**config.mk**
```make
export PLATFORM = sky130hd
export DESIGN_NAME = spi_modport
export DESIGN_NICKNAME = d
export VERILOG_FILES = /design/src/rtl/spi_modport.sv
export SDC_FILE = /design/constraint.sdc
export NUM_CORES = 1
export LEC_CHECK = 0
export BUFFER_PORTS_ARGS = -buffer_cell sky130_fd_sc_hd__buf_2
export CAP_MARGIN = 15
export CORE_MARGIN = 4
export CORE_UTILIZATION = 39
export CTS_CLUSTER_SIZE = 40
export DETAILED_ROUTE_END_ITERATION = 12
export HOLD_SLACK_MARGIN = 0.05
export SLEW_MARGIN = 25
export SYNTH_ARGS = -nofsm -noshare
export SYNTH_HDL_FRONTEND = slang
export SYNTH_SLANG_ARGS = --single-unit
```
**constraint.sdc**
```tcl
create_clock -name clock -period 2.2 [get_ports clock]
set_input_delay 0.44 -clock clock [delete_from_list [all_inputs] [get_ports clock]]
set_output_delay 0.44 -clock clock [all_outputs]
set_load 0.02 [all_outputs]
```
**src/rtl/spi_modport.sv**
```systemverilog
// SPI slave (mode 0) sampled entirely in the system clock domain. Word length, slave-select bit and shift order are parameters.
// Words stream back-to-back while selected; deselect in mid-word pulses abort.
module spi_modport #(
  parameter int DATA_W    = 32,
  parameter int SS_BIT    = 0,
  parameter int LSB_FIRST = 0
) (
  input  logic              clock,
  input  logic              reset,
  input  logic [7:0]        ss_pad_o,
  input  logic              s_clk,
  input  logic              mosi,
  output logic              miso,
  input  logic [DATA_W-1:0] tx_data,
  input  logic              tx_load,
  output logic [DATA_W-1:0] rx_data,
  output logic              rx_valid,
  output logic              abort
);

  localparam int CNT_W = $clog2(DATA_W);

  typedef enum logic {IDLE, ACTIVE} state_t;

  state_t              state_q;
  logic [1:0]          ss_q;
  logic [2:0]          sclk_q;
  logic [1:0]          mosi_q;
  logic                armed_q;
  logic                reload_q;
  logic [CNT_W-1:0]    bit_cnt_q;
  logic [DATA_W-1:0]   tx_buf_q, tx_shift_q, rx_shift_q, rx_data_q;
  logic                rx_valid_q, abort_q;

  logic                sel_n, sclk_rise, sclk_fall, last_bit;
  logic [DATA_W-1:0]   rx_shift_d, tx_shift_d, tx_fill_d;
  logic                unused_ss;

  assign unused_ss  = ^ss_pad_o;
  assign sel_n      = ss_q[1];
  assign sclk_rise  = sclk_q[1] & ~sclk_q[2];
  assign sclk_fall  = ~sclk_q[1] & sclk_q[2];
  assign last_bit   = (bit_cnt_q == CNT_W'(DATA_W-1));

  assign rx_shift_d = (LSB_FIRST != 0) ? {mosi_q[1], rx_shift_q[DATA_W-1:1]}
                                       : {rx_shift_q[DATA_W-2:0], mosi_q[1]};
  assign tx_shift_d = (LSB_FIRST != 0) ? {1'b0, tx_shift_q[DATA_W-1:1]}
                                       : {tx_shift_q[DATA_W-2:0], 1'b0};
  // A load landing on the same cycle as a reload goes straight into the shifter.
  assign tx_fill_d  = tx_load ? tx_data : tx_buf_q;

  always_ff @(posedge clock) begin
    if (reset) begin
      state_q    <= IDLE;
      ss_q       <= '0;
      sclk_q     <= '0;
      mosi_q     <= '0;
      armed_q    <= 1'b0;
      reload_q   <= 1'b0;
      bit_cnt_q  <= '0;
      tx_buf_q   <= '0;
      tx_shift_q <= '0;
      rx_shift_q <= '0;
      rx_data_q  <= '0;
      rx_valid_q <= 1'b0;
      abort_q    <= 1'b0;
    end else begin
      ss_q       <= {ss_q[0], ss_pad_o[SS_BIT]};
      sclk_q     <= {sclk_q[1:0], s_clk};
      mosi_q     <= {mosi_q[0], mosi};
      rx_valid_q <= 1'b0;
      abort_q    <= 1'b0;
      if (tx_load) tx_buf_q <= tx_data;
      // The synchronizer resets to "selected"; require a high select first so reset never restarts a transfer.
      if (sel_n) armed_q <= 1'b1;

      case (state_q)
        IDLE: begin
          if (armed_q && !sel_n) begin
            state_q    <= ACTIVE;
            tx_shift_q <= tx_fill_d;
            bit_cnt_q  <= '0;
            reload_q   <= 1'b0;
          end
        end
        ACTIVE: begin
          if (sclk_rise) begin
            rx_shift_q <= rx_shift_d;
            if (last_bit) begin
              rx_data_q  <= rx_shift_d;
              rx_valid_q <= 1'b1;
              bit_cnt_q  <= '0;
              reload_q   <= 1'b1;
            end else begin
              bit_cnt_q  <= bit_cnt_q + 1'b1;
            end
          end
          if (sclk_fall) begin
            if (reload_q) begin
              tx_shift_q <= tx_fill_d;
              reload_q   <= 1'b0;
            end else if (bit_cnt_q != '0) begin
              tx_shift_q <= tx_shift_d;
            end
          end
          if (sel_n) begin
            state_q <= IDLE;
            if (!(sclk_rise && last_bit) && bit_cnt_q != '0) abort_q <= 1'b1;
          end
        end
        default: state_q <= IDLE;
      endcase
    end
  end

  assign miso     = (state_q == ACTIVE) ? ((LSB_FIRST != 0) ? tx_shift_q[0] : tx_shift_q[DATA_W-1]) : 1'b0;
  assign rx_data  = rx_data_q;
  assign rx_valid = rx_valid_q;
  assign abort    = abort_q;

endmodule

```
==> out/metrics.yaml, run 1 <==
outcome: "finished, final reports clean"
rrSetupSlack_ns: 0.27
dr.pass1.iters: 4
rows: 44
r2r_start: "bit_cnt_q[0]$_SDFFE_PP0P_"
totalWireLength_um: 11200
hold_start: "mosi"
cp.arrival_ns: 2.27
synth_flop_cell: "dfxtp_1"
final-setup-viol-count: 0
ys_warn_count: 0
timing.final.max_slew_violations: 0
cpMostUsedCell: "ha_1"
finalClockSkew_ns: 0.00733
p_leak_nw: 2.90
grt_max_degree: 52
hold_viol: 0
fin_nets: 730
min_path_cells: 2
pwr-share-seq_pct: 44.5
htreeDepth: 4
dp.cells: 847
ant_nets: 0
overflow: 0
r2r_end: "rx_data[14]$_SDFFE_PP0P_"
cap_violations: 0
yosys.cell_types.count: 32
grt_usage_pct: 14.4
p_per_area_nw_per_um2: 885
cpMaxStageDelayCell: "dfxtp_1"
synth_seq_area_share_pct: 50.2
clkPwrFrac_pct: 49.8
rr_worst_depth: 7
combPwrFrac_pct: 5.7
drt_iter0_drc: 268
antenna_found_initial: 0
worstMarginPinSlew_ns: 0.477
fmax_ghz: 0.518
diodes: 0
cts.repair.resized: 0
synth-seq-cells: 144
async_flop_share_pct: 0
start_util_pct: 39.6
syn_area_um2: 5740
vias_per_cell: 4.94
cp.depth: 7
vias: 4339
synth_fp_nets: 677
ir_drop_uv: 485
core_area_um2: 14500
end_kind: "register"
p_int_mw: 4.76
ioPinCount: 80
critPathRequiredTime_ns: 2.54
final_core_util_pct: 47.3
hold_slack_ns: 0.253
worstPathCellList: "ha_1 > and3_2 > ha_1 > and4b_1 > buf_4 > nand2_1 > a21oi_1"
slew_headroom_pct: 68.1
fin_ws_ns: 0.271
die-area_um2: 16700
final_common_cell: "dfxtp_1"
critPathMaxFanout: 29
clockBufferDepth: 2
min_period_ns: 1.93
chipWidth_um: 129
startpoint_type: "register"
clock-root-buffer: "clkbuf_16"
syn_area_per_cell_um2: 9.12
wire_per_inst_um: 12.8
synth_edf_count: 0
postCtsSetupRepairBufs: 0
final_area_um2: 6850
cts_buffers: 17
dpl_cell_area_um2: 6220
gp_congestion: 0.711
die_h_um: 129
netlist_instances: 629
grt_pass1_wl_um: 19500
cts_tree: "done"
drc: 0
final_cells: 879
switching_share_pct: 21.4
layout_common_cells: "dfxtp_1, nand2_1, buf_2"
whs_endpoint: "mosi_q[0]$_SDFF_PP0_"
dp_hpwl_um: 7130
net-switching-power_mw: 1.30
max_stage_delay_ns: 0.38
clkLatencyLatePin_ns: 0.41
clk_pin_slew_ns: 0.06
power.total_mw: 6.06
timing.final.crit_share_pct: 87.7
cts_hold_buf: 0
drive_gt1_share_pct: 17.8
crit_family: "simple AND/OR/NAND/NOR gates"
worst-path-buf-inv: 1
cts_sinks: 144
fin_setup_tns_ns: 0
dp_slack_ns: 0.254
syn_to_final_growth_pct: 19.4
hp-class: "in -> reg"
portBuffers: 72
rsz0062_at_grt: "no"
worstSetupPathType: "reg -> reg"
grt_pass1_vias: 4263
[per-layer routing]
metal	vias to the layer above	track usage, %	wire [µm]	part of all wire [%]
li1	2225	-	-	-
met1	2035	17.9	5340	48
met2	71	23.0	5250	47
met3	8	4.74	475	4.2
met4	0	5.87	158	1.4
met5	-	0	0	0
[synth_stat cells, drive strengths merged, types with 8 or more instances]
library cell    n  area share, %
nor2b           8           0.87
nor3b          32            4.2
dfxtp         144             50
nand2b         32            3.5
nor2           37            2.4
a21oi          68            5.9
clkbuf         41            2.7
buf            12            1.8
a211o          31            4.7
mux2i          63             11
nand2         129            8.4
[power groups by stage]
stage | combinational (mW) | sequential, mW | clock [mW]
after floorplan | 0.269 | 2.75 | 0
after global placement | 0.342 | 2.75 | 0
after detailed placement | 0.350 | 2.75 | 0
after CTS | 0.351 | 2.70 | 3.09
after global routing | 0.387 | 2.70 | 3.22
final | 0.345 | 2.70 | 3.02
[sequential cells by signal, indices dropped and copies added (netlist names)]
register    flops
rx_data        32
tx_buf_q       32
tx_shift_q     32
rx_shift_q     31
bit_cnt_q       5
sclk_q          3
mosi_q          2
ss_q            2
abort           1
armed_q         1
reload_q        1
rx_valid        1
state_q         1
[worst reg2reg max path: stages (launching register included)]
cell	delay, ns
dfxtp_1	0.38
ha_1	0.19
and3_2	0.18
ha_1	0.17
and4b_1	0.35
buf_4	0.34
nand2_1	0.10
a21oi_1	0.15
[cell families after synthesis]
kind of cell / count (synthesis) / synth area share [%]
compound gates: 104 / 11.5
buf+inv: 57 / 4.75
fa+ha+maj: 3 / 0.654
mux: 63 / 11.0
simple gates: 258 / 21.9
flops: 144 / 50.2
[worst max-delay path by stage]
stage	from	endpoint
detailed placement	bit_cnt_q[0]$_SDFFE_PP0P_	rx_data[31]$_SDFFE_PP0P_
finish	bit_cnt_q[0]$_SDFFE_PP0P_	rx_data[14]$_SDFFE_PP0P_
global placement	bit_cnt_q[0]$_SDFFE_PP0P_	rx_data[29]$_SDFFE_PP0P_
CTS	bit_cnt_q[0]$_SDFFE_PP0P_	rx_data[14]$_SDFFE_PP0P_
global route	bit_cnt_q[0]$_SDFFE_PP0P_	rx_data[1]$_SDFFE_PP0P_
floorplan	bit_cnt_q[0]$_SDFFE_PP0P_	rx_data[11]$_SDFFE_PP0P_
[cell type report]
cell class	instances	area [µm²]
clock inverter	14	189
clock buffer	18	439
sequential	144	2880
inverter	4	15.0
tap	184	230
fill	1381	7630
multi-input combinational	428	2580
timing repair buffer	87	513
(Power assumes the default switching activity.)
==> run 2, diff against run 1 <==
- CELL_PAD_IN_SITES_DETAIL_PLACEMENT: unset -> 2
- CELL_PAD_IN_SITES_GLOBAL_PLACEMENT: unset -> 2
- CORE_UTILIZATION: 39 -> 35
- PLACE_DENSITY_LB_ADDON: unset -> 0.1
==> run 2 against run 1 <==
Effect of this change: maximum frequency fell by 1.1%; design area rose by 1.5%; final cell count rose by 3.6%; core utilization is 3.9 points lower; die area up 11%; highest routed layer unchanged.
==> out/metrics.yaml, run 2 (synthesis results as in run 1) <==
outcome: "finished, final reports clean"
dr.pass1.iters: 4  # unchanged
vias_per_cell: 4.96  # +0.58%
worstSetupPathType: "reg -> out"
p_per_area_nw_per_um2: 896  # +1.3%
syn_to_final_growth_pct: 21.1
diodes: 0  # unchanged
chipWidth_um: 136  # +5.2%
cp-startpoint: "state_q$_SDFF_PP0_"
switching_share_pct: 21.5  # +0.085 points
fin_ws_ns: 0.250  # -0.0210 ns
ant_nets: 0  # unchanged
postCtsSetupRepairBufs: 0  # unchanged
layout_common_cells: "dfxtp_1, nand2_1, buf_2"
clock-root-buffer: "clkbuf_16"
rows: 46  # +4.5%
hp-class: "in -> reg"
cts_buffers: 17  # unchanged
critPathRequiredTime_ns: 1.76  # -0.78 ns
htreeDepth: 4  # unchanged
power.total_mw: 6.23  # +2.8%
worstPathCellList: "buf_4 > and2_1 > buf_2"
fin_setup_tns_ns: 0  # unchanged
rrSetupSlack_ns: 0.33  # +0.06 ns
clkLatencyLatePin_ns: 0.42  # about the same
portBuffers: 72  # unchanged
ir_drop_uv: 561  # +16%
nFillCells: 1786  # +29%
combPwrFrac_pct: 5.9  # +0.2 points
dp_hpwl_um: 9080  # +27%
timing.final.crit_share_pct: 88.6  # +0.95 points
cp.depth: 3  # -4
end_kind: "output port"
p_leak_nw: 2.92  # +0.89%
fmax_ghz: 0.513  # -1.1%
startpoint_type: "register"
die-area_um2: 18500  # +11%
start_util_pct: 35.9  # -3.8 points
drc: 0  # unchanged
overflow: 0  # unchanged
totalWireLength_um: 14500  # +29%
p_int_mw: 4.89  # +2.7%
grt_usage_pct: 16.1  # +1.7 points
grt_max_degree: 52  # unchanged
gp_congestion: 0.672  # -5.5%
min_period_ns: 1.95  # +0.0210 ns
wire_per_inst_um: 15.9  # +24%
cts_tree: "done"
rsz0062_at_grt: "no"
crit_family: "flip-flops"
final-setup-viol-count: 0  # unchanged
slew_headroom_pct: 64.8  # -3.3 points
clockBufferDepth: 2  # unchanged
max_stage_delay_ns: 0.50  # +0.12 ns
cts_hold_buf: 0  # unchanged
fin_nets: 730  # unchanged
cts_sinks: 144  # unchanged
cpMaxStageDelayCell: "dfxtp_1"
vias: 4523  # +4.2%
r2r_end: "rx_data[20]$_SDFFE_PP0P_"
core_area_um2: 16000  # +11%
r2r_start: "bit_cnt_q[1]$_SDFFE_PP0P_"
hold_slack_ns: 0.238  # -0.0151 ns
critPathMaxFanout: 16  # -45%
rr_worst_depth: 7  # unchanged
cp.arrival_ns: 1.51  # -0.76 ns
final_common_cell: "dfxtp_1"
dp_slack_ns: 0.347  # +0.0929 ns
worstMarginPinSlew_ns: 0.528  # +0.0505 ns
net-switching-power_mw: 1.34  # +3.2%
drt_iter0_drc: 145  # -46%
timing.final.max_slew_violations: 0  # unchanged
ioPinCount: 80  # unchanged
grt_pass1_wl_um: 23900  # +23%
cts.repair.resized: 0  # unchanged
worst-path-buf-inv: 2  # +1
cap_violations: 0  # unchanged
antenna_found_initial: 0  # unchanged
clk_pin_slew_ns: 0.06  # about the same
drive_gt1_share_pct: 17.7  # -0.14 points
hold_viol: 0  # unchanged
grt_pass1_vias: 4830  # +13%
clkPwrFrac_pct: 50.8  # +1.0 points
pwr-share-seq_pct: 43.4  # -1.1 points
die_h_um: 136  # +5.2%
finalClockSkew_ns: 0.00988  # +0.00255 ns
crit_end: "miso"
## run 2: cell count changes in the layout (fill, tap and decap cells not counted)
cell	before	now
buf_12	3	6
clkbuf_1	0	1
buf_4	13	10
clkbuf_8	1	5
clkinv_4	2	0
clkinv_2	4	2
inv_6	1	0
## run 2: worst min-delay path by stage
| stage | depth (start not counted) | to | slack [ns] | startpoint |
|---|---|---|---|---|
| final | 2 | mosi_q[0]$_SDFF_PP0_ | 0.24 | mosi |
| after global routing | 2 | mosi_q[0]$_SDFF_PP0_ | 0.25 | mosi |
| after CTS | 2 | mosi_q[0]$_SDFF_PP0_ | 0.22 | mosi |
| after detailed placement | 1 | mosi_q[1]$_SDFF_PP0_ | 0.43 | mosi_q[0]$_SDFF_PP0_ |
| after global placement | 1 | ss_q[1]$_SDFF_PP0_ | 0.44 | ss_q[0]$_SDFF_PP0_ |
| after floorplan | 1 | mosi_q[1]$_SDFF_PP0_ | 0.41 | mosi_q[0]$_SDFF_PP0_ |
## run 2: power groups by stage
stage	combinational (mW)	clock, mW	sequential, mW
floorplan	0.269	0	2.75
global placement	0.355	0	2.75
detailed placement	0.370	0	2.76
CTS	0.375	3.24	2.70
global route	0.407	3.36	2.71
finish	0.365	3.16	2.70
## run 2: cell type report
type	count	area [µm²]	area share (%)
tap	216	270	3.89
sequential	144	2880	41.5
clock buffer	23	498	7.16
multi-input combinational	428	2580	37.2
clock inverter	9	153	2.20
inverter	4	15.0	0.216
timing repair buffer	87	551	7.92
## run 2: per-layer routing
metal  GRT usage [%]  up-vias  wire length, µm
li1                -     2217                -
met1            19.9     2233             6920
met2            27.3       58             6960
met3            3.85       15              426
met4            5.88        0              185
met5               0        -                0
## run 2: worst register-to-register path: cells and delay by family (launching register included)
kind,cells,cell delay [ns]
adder cells (fa/ha/maj),2,0.37
AND/OR/NAND/NOR,3,0.59
buffers and inverters,1,0.31
AO/OA/AOI/OAI,1,0.15
flip-flops,1,0.38
## run 2: per-stage QoR
stage / utilization [%] / cell area [µm²] / std cells
detailed placement: 39.4 / 6300 / 879
global route: 43.5 / 6950 / 911
floorplan: - / 5740 / 629
CTS: 43.5 / 6950 / 911
global placement: 39.4 / 6300 / 879
finish: 43.5 / 6950 / 911
==> run 3, diff against run 2 <==
- GPL_TIMING_DRIVEN: unset -> 0
==> run 3 against run 2 <==
Effect of this change: maximum frequency down 3.1%; wire length up 14%; sequential power about the same; non-clock buffer count up 37; worst hold slack better by 0.014 ns; critical path depth up 5; largest cell class unchanged; clock skew down 0.0028 ns; highest routed layer unchanged; sequential cell count unchanged.
==> out/metrics.yaml, run 3 (synthesis results as in run 1) <==
cts_tree: "done"
diodes: 0  # unchanged
antenna_found_initial: 0  # unchanged
hp-class: "in -> reg"
cts_hold_buf: 0  # unchanged
fmax_ghz: 0.497  # -3.1%
totalWireLength_um: 16600  # +14%
outcome: "finished, final reports clean"
ant_nets: 0  # unchanged
end_kind: "register"
dp_hpwl_um: 11400  # +26%
fin_ws_ns: 0.188  # -0.0619 ns
r2r_start: "bit_cnt_q[1]$_SDFFE_PP0P_"
fin_nets: 767  # +5.1%
clkLatencyLatePin_ns: 0.43  # about the same
layout_common_cells: "dfxtp_1, nand2_1, buf_2"
worstMarginPinSlew_ns: 0.618  # +0.0897 ns
final_common_cell: "dfxtp_1"
critPathRequiredTime_ns: 2.54  # +0.78 ns
r2r_end: "rx_data[19]$_SDFFE_PP0P_"
final_area_um2: 7000  # +0.74%
final_cells: 948  # +4.1%
hold_viol: 0  # unchanged
grt_usage_pct: 18.7  # +2.6 points
whs_endpoint: "mosi_q[0]$_SDFF_PP0_"
cts_sinks: 144  # unchanged
overflow: 0  # unchanged
nFillCells: 1764  # -1.2%
grt_max_degree: 17  # -67%
critPathMaxFanout: 10  # -6
portBuffers: 70  # -2.8%
timing.final.max_slew_violations: 0  # unchanged
rrSetupSlack_ns: 0.19  # -0.14 ns
dr.pass1.iters: 4  # unchanged
hold_start: "mosi"
vias_per_cell: 5.01  # +0.98%
final_core_util_pct: 43.8  # +0.32 points
vias: 4753  # +5.1%
dpl_cell_area_um2: 6360  # +0.91%
rr_worst_depth: 8  # +1
cp.arrival_ns: 2.35  # +0.84 ns
finalClockSkew_ns: 0.00707  # -0.00281 ns
die_h_um: 136  # unchanged
grt_pass1_wl_um: 27300  # +14%
hold_slack_ns: 0.252  # +0.0136 ns
ioPinCount: 80  # unchanged
rsz0062_at_grt: "no"
htreeDepth: 4  # unchanged
drt_iter0_drc: 139  # -4.1%
wire_per_inst_um: 17.5  # +9.9%
startpoint_type: "register"
core_area_um2: 16000  # unchanged
rows: 46  # unchanged
syn_to_final_growth_pct: 22.0
clockBufferDepth: 2  # unchanged
start_util_pct: 35.9  # unchanged
chipWidth_um: 136  # unchanged
grt_pass1_vias: 5289  # +9.5%
slew_headroom_pct: 58.8  # -6.0 points
cap_violations: 0  # unchanged
dp_slack_ns: -0.0836  # -0.431 ns
drive_gt1_share_pct: 17.3  # -0.35 points
gp_congestion: 0.734  # +9.3%
min_period_ns: 2.01  # +0.0619 ns
worstSetupPathType: "reg -> reg"
dp.cells: 915  # +4.1%
clock-root-buffer: "clkbuf_16"
p_per_area_nw_per_um2: 876  # -2.2%
clk_pin_slew_ns: 0.06  # about the same
drc: 0  # unchanged
cts_buffers: 17  # unchanged
ir_drop_uv: 577  # +2.8%
final-setup-viol-count: 0  # unchanged
timing.final.crit_share_pct: 91.4  # +2.8 points
fin_setup_tns_ns: 0  # unchanged
die-area_um2: 18500  # unchanged
min_path_cells: 2  # unchanged
p_leak_nw: 2.93  # +0.34%
power.total_mw: 6.14  # -1.5%
-- run 3: changes by cell type in the layout (fill, tap and decap cells not counted) --
cell       change
clkbuf_1      +32
buf_4          -8
buf_2          +6
clkbuf_2       +6
clkinv_4       +5
clkbuf_8       -4
buf_12         -3
inv_6          +3
buf_1          +2
clkinv_2       -2
bufinv_16      -1
clkbuf_4       +1
dfxtp_1        -1
dfxtp_2        +1
-- run 3: power by group --
group	switching, mW	total, mW	leakage, nW	internal, mW
Combinational	0.211	0.384	1.47	0.173
Clock	1.22	3.05	0.294	1.83
Sequential	0.0290	2.70	1.17	2.67
-- run 3: layout make-up --
| cell class | count | area, µm² | share of cell area [%] |
|---|---|---|---|
| sequential | 144 | 2880 | 41.2 |
| clock inverter | 14 | 183 | 2.61 |
| clock buffer | 18 | 439 | 6.27 |
| timing repair buffer | 72 | 365 | 5.22 |
| inverter | 4 | 15.0 | 0.214 |
| tap | 216 | 270 | 3.86 |
| buffer | 52 | 264 | 3.77 |
| multi-input combinational | 428 | 2580 | 36.9 |
-- run 3: worst max-delay path, cell delays in order (launching register included) --
cell      delay, ns
dfxtp_1        0.39
ha_1           0.20
and3_2         0.20
ha_1           0.19
and4b_1        0.20
clkbuf_2       0.22
clkbuf_2       0.26
nand2_1        0.08
a21oi_1        0.18
-- run 3: what timing repair did --
action | 4_1_cts | 5_1_grt
gates resized for setup | 5 | 5
setup endpoints to repair | 25 | 3
endpoints found under the hold margin | 0 | 0
cloned | 0 | 0
buffers inserted | 2 | 0
-- run 3: per-layer routing --
metal / global-route usage [%] / part of all wire, %
met4: 7.28 / 1.8
met2: 33.0 / 51
met3: 3.59 / 3.0
met1: 22.5 / 44
met5: 0 / 0
-- run 3: worst max-delay path by stage --
stage	slack [ns]	start	endpoint
final	0.19	bit_cnt_q[1]$_SDFFE_PP0P_	rx_data[19]$_SDFFE_PP0P_
after global routing	0.05	bit_cnt_q[1]$_SDFFE_PP0P_	rx_data[19]$_SDFFE_PP0P_
after CTS	0.04	state_q$_SDFF_PP0_	miso
after detailed placement	-0.08	bit_cnt_q[0]$_SDFFE_PP0P_	rx_data[19]$_SDFFE_PP0P_
after global placement	-0.04	bit_cnt_q[0]$_SDFFE_PP0P_	rx_data[30]$_SDFFE_PP0P_
after floorplan	0.48	bit_cnt_q[0]$_SDFFE_PP0P_	rx_data[11]$_SDFFE_PP0P_
